`src/rtl/matrix_result_streamer.sv`:
```
// Serialises one packed N x N result matrix into a tagged element stream.
// Element [0][0] sits in the MSBs of mat_data; emission is row- or column-major.
//
// state | meaning
// IDLE  | no matrix held, ready to capture
// SEND  | holding a matrix, presenting one element per beat
module matrix_result_streamer #(
  parameter int ELEM_W = 32,
  parameter int N      = 3,
  parameter int IDX_W  = 4
) (
  input  logic                  clk,
  input  logic                  rst_n,
  input  logic                  mat_valid,
  output logic                  mat_ready,
  input  logic [N*N*ELEM_W-1:0] mat_data,
  input  logic                  col_major,
  output logic                  out_valid,
  input  logic                  out_ready,
  output logic [ELEM_W-1:0]     out_data,
  output logic [IDX_W-1:0]      out_row,
  output logic [IDX_W-1:0]      out_col,
  output logic                  out_last,
  output logic                  busy
);

  localparam int NN    = N * N;
  localparam int CNT_W = $clog2(NN);
  localparam logic [CNT_W-1:0] LAST_BEAT = CNT_W'(NN - 1);
  localparam logic [IDX_W-1:0] MAX_IDX   = IDX_W'(N - 1);

  typedef enum logic {IDLE, SEND} state_t;

  state_t                state, state_nxt;
  logic [NN*ELEM_W-1:0]  hold_q;
  logic                  cm_q;
  logic [CNT_W-1:0]      cnt_q;
  logic [IDX_W-1:0]      row_q, col_q;
  logic                  load, adv, at_last;

  assign at_last = (state == SEND) && (cnt_q == LAST_BEAT);

  always_ff @(posedge clk or negedge rst_n) begin
    if (!rst_n) state <= IDLE;
    else        state <= state_nxt;
  end

  always_comb begin
    state_nxt = state;
    mat_ready = 1'b0;
    out_valid = 1'b0;
    busy      = 1'b0;
    load      = 1'b0;
    adv       = 1'b0;
    case (state)
      IDLE: begin
        mat_ready = 1'b1;
        if (mat_valid) begin
          load      = 1'b1;
          state_nxt = SEND;
        end
      end
      SEND: begin
        out_valid = 1'b1;
        busy      = 1'b1;
        if (out_ready) begin
          adv = 1'b1;
          if (at_last) begin
            // The last transfer frees the holding register in the same cycle.
            mat_ready = 1'b1;
            if (mat_valid) load = 1'b1;
            else           state_nxt = IDLE;
          end
        end
      end
      default: state_nxt = IDLE;
    endcase
  end

  // Row/column tags are tracked directly so no divider is needed for k/N, k%N.
  always_ff @(posedge clk or negedge rst_n) begin
    if (!rst_n) begin
      hold_q <= '0;
      cm_q   <= 1'b0;
      cnt_q  <= '0;
      row_q  <= '0;
      col_q  <= '0;
    end else if (load) begin
      hold_q <= mat_data;
      cm_q   <= col_major;
      cnt_q  <= '0;
      row_q  <= '0;
      col_q  <= '0;
    end else if (adv && !at_last) begin
      cnt_q <= cnt_q + 1'b1;
      if (cm_q) begin
        if (row_q == MAX_IDX) begin
          row_q <= '0;
          col_q <= col_q + 1'b1;
        end else begin
          row_q <= row_q + 1'b1;
        end
      end else begin
        if (col_q == MAX_IDX) begin
          col_q <= '0;
          row_q <= row_q + 1'b1;
        end else begin
          col_q <= col_q + 1'b1;
        end
      end
    end
  end

  always_comb begin
    out_data = '0;
    if (state == SEND) begin
      for (int r = 0; r < N; r++) begin
        for (int c = 0; c < N; c++) begin
          if (row_q == IDX_W'(r) && col_q == IDX_W'(c))
            out_data = hold_q[(NN-1-(r*N+c))*ELEM_W +: ELEM_W];
        end
      end
    end
  end

  assign out_row  = (state == SEND) ? row_q : '0;
  assign out_col  = (state == SEND) ? col_q : '0;
  assign out_last = at_last;

endmodule

```
`config.mk`:
```
export PLATFORM = sky130hd
export DESIGN_NAME = matrix_result_streamer
export DESIGN_NICKNAME = d
export VERILOG_FILES = /design/src/rtl/matrix_result_streamer.sv
export SDC_FILE = /design/constraint.sdc
export NUM_CORES = 1
export LEC_CHECK = 0
export BUFFER_PORTS_ARGS = -buffer_cell sky130_fd_sc_hd__clkbuf_2
export CORE_MARGIN = 5
export CORE_UTILIZATION = 50
export DETAILED_ROUTE_END_ITERATION = 7
export PLACE_DENSITY = 0.75
export SETUP_SLACK_MARGIN = 0.2
export SYNTH_ARGS = -nofsm -noshare
export SYNTH_HDL_FRONTEND = slang
export SYNTH_SLANG_ARGS = --single-unit
```
`constraint.sdc`:
```
create_clock -name clk -period 3.07 [get_ports clk]
set_input_delay 0.4605 -clock clk [delete_from_list [all_inputs] [get_ports clk]]
set_output_delay 0.4605 -clock clk [all_outputs]
set_load 0.05 [all_outputs]
```
==> reports/qor.yml <==
top_layer_used: "met5"
hold_path_depth: 3
final_cell_area_um2: 18700
worstSkewPairLatency_ns: 0.50
path_clk_slew_ns: 0.06
yosysTopAreaCell: "dfrtp_1"
layout_common_cells: "nand2_1 (478), clkbuf_2 (303), dfrtp_1 (300)"
crit_path_max_incr_delay_ns: 0.49
met1Wirelength_um: 19000
failed_checks: "setup timing"
vias: 12100
drt_pre_antenna_iters: 5
synth_nets: 1686
cpMaxStageDelayCell: "or4b_4"
powerDensity_nw_per_um2: 1160
yosysSeqAreaShare_pct: 53.5
cp_top_family: "compound AO/OA/AOI/OAI gates"
p_leak_nw: 9.10
avgRoutedWirePerCell_um: 20.8
vdd_drop_max_uv: 657
synth.top_cell.area_share_pct: 53.5
startpoint_type: "register"
drtIter0Drc: 1022
cts.sinks: 302
drt-total-wl_um: 44300
path_class: "reg -> out"
cts_made_buffers: 35
syn_inst: 1383
path_depth: 10
cp_max_fo: 15
io_buffer_count: 336
rsz0062_at_grt: "yes"
crit_required_ns: 2.61
placeableCoreArea_um2: 27900
synth.ff_latch_count: 302
hold_viol: 0
cap_viol_max_count: 0
place_congestion: 0.954
cts-htree-levels: 2
die_h_um: 178
layout-drive-gt1-share_pct: 39.5
die_area_um2: 31700
met3WireLength_um: 3650
ctsRootBufferMaster: "clkbuf_16"
maxSlewHeadroom_pct: 47.1
netlist_area_um2: 14100
synth_area_leaders: "dfrtp_1 (54%), nand2_1 (13%), mux2_2 (11%)"
drv_slew: 0
final.min_clock_period_ns: 3.50
syn_avg_cell_area_um2: 10.2
tightest_slew_ns: 0.793
grt_antenna_before_repair: 3
nets: 2023
yosysWarnings: 0
cp-end-kind: "output pin"
multi_input_area_um2: 6540
drc_errors: 0
synth_edf_count: 0
cts_tree: "yes"
ant_nets: 0
setup_viol: 32
fmax_ghz: 0.286
place_hpwl_um: 30700
grt_pass1_wl_um: 68000
start_util_pct: 50.7
overflow: 0
final_common_cell: "nand2_1"
crit_buf_inv: 4
rows: 61
synth.distinct_cells: 53
fillerInstances: 2108
dieWidth_um: 178
regArea_um2: 7560
grt_max_degree: 147
reg2regPathDepth: 8
clk_path_buf_depth: 3
grt_usage_pct: 27.5
period_share_pct: 114
grt_pass1_vias: 12200
crit_top_cell: "buf_12"
ys.flop_type: "dfrtp_1"
synthArstFlopShare_pct: 100
status: "finished, violations left"
dpl-instance-area_um2: 16800
io_pins: 337
wl_met2_um: 20200
final_util_pct: 67.0
crit_path_cell_trace: "inv_2 > ha_4 > or4b_4 > buf_8 > nor2_4 > buf_12 > a221o_1 > o211ai_1 > a22oi_2 > buf_12"
syn2layout_area_growth_pct: 32.3
viasPerCell: 5.67
min_path_type: "in -> reg"
critPathArrivalTime_ns: 3.04
layout_setup_ws_ns: -0.432
fin_worst_skew_ns: 0.0131
Yosys cell counts, types with 5 or more instances:
cell       count
nand2_1      481
dfrtp_1      302
mux2_2       144
clkbuf_1      59
buf_2         35
nor2_1        32
a22o_1        31
o21a_1        28
o221ai_1      27
a22oi_1       26
a221oi_1      24
a221o_1       23
o211ai_1      23
nor3_1        14
ha_1          10
nand3b_1       9
o21ai_0        9
a2111oi_0      8
a211oi_1       8
and2_1         8
inv_1          8
nand3_1        6
a21oi_1        5
a32o_1         5
buf_4          5
nand2b_1       5
per-layer routing:
metal	up-vias	track usage, %
li1	5515	-
met1	5921	39.8
met2	533	42.3
met3	90	5.26
met4	2	8.67
met5	-	0
worst reg2reg max path: cells and delay by family (launching register included):
kind / cells / cell delay [ns]
AO/OA/AOI/OAI: 2 / 0.51
adder cells (fa/ha/maj): 1 / 0.19
AND/OR/NAND/NOR: 3 / 0.95
flip-flops: 1 / 0.39
buffers and inverters: 2 / 0.21
through the flow:
step	setup slack, ns	total power, mW	setup TNS [ns]	instances	hold WS, ns
floorplan	0.0718	12.8	0	1383	0.165
global placement	-0.0605	15.9	-0.208	2046	0.457
detailed placement	-0.100	16.1	-0.231	2046	0.462
CTS	-0.426	21.2	-11.30	2119	0.126
global route	-0.496	22.7	-13.88	2126	0.142
finish	-0.432	21.6	-11.01	2126	0.152
registers in the layout, summed over array words and instances, names as in the netlist:
name    flops
cnt_q       4
col_q       4
cm_q        1
hold_q    288
row_q       4
state       1
path summary, 6_finish.rpt:
check                                                to               startpoint  slack, ns
worst max-delay path                       out_data[20]     row_q[0]$_DFFE_PN0P_      -0.43
worst min-delay path            hold_q[163]$_DFFE_PN0P_            mat_data[163]       0.15
worst max register to register     col_q[2]$_DFFE_PN0P_     row_q[0]$_DFFE_PN0P_       0.74
worst min register to register  hold_q[130]$_DFFE_PN0P_  hold_q[130]$_DFFE_PN0P_       0.48
max in group asynchronous       hold_q[181]$_DFFE_PN0P_                    rst_n       1.69
min in group asynchronous        hold_q[42]$_DFFE_PN0P_                    rst_n       0.52
power breakdown:
part | leakage [nW] | switching (mW) | internal (mW)
Sequential | 3.77 | 1.26 | 5.92
Combinational | 4.73 | 5.60 | 4.54
Clock | 0.596 | 1.66 | 2.62
Total | 9.10 | 8.52 | 13.1
timing repair:
item | CTS | global route
resized for setup | 73 | 54
hold endpoints to repair | 61 | 0
hold buffers | 1 | 0
gates cloned | 3 | 0
pin swaps | 22 | 27
setup endpoints to repair | 32 | 32
buffers inserted | 6 | 5
area by class of cell:
| type | instances | area share, % |
|---|---|---|
| clock buffers | 47 | 5.54 |
| diodes | 2 | 0.0268 |
| well taps | 378 | 2.53 |
| inverters | 9 | 0.181 |
| repair buffers | 401 | 15.3 |
| clock inverters | 16 | 0.898 |
| flip-flops and latches | 302 | 40.5 |
| multi-input cells | 971 | 35.0 |
logic make-up (layout without fill, tap and decap cells):
family / Yosys count / count (layout) / share of synthesized area, %
muxes: 147 / 147 / 11.7
xor gates and xnor gates: 4 / 4 / 0.248
adders and majority gates: 10 / 10 / 0.886
DFF: 302 / 302 / 53.5
other: 0 / 2 / 0
AOI/OAI and AO/OA: 225 / 225 / 13.1
buffers and inverters: 110 / 473 / 3.47
and+or+nand+nor: 585 / 585 / 17.0
Note: power is estimated with default switching activity, not from simulation.
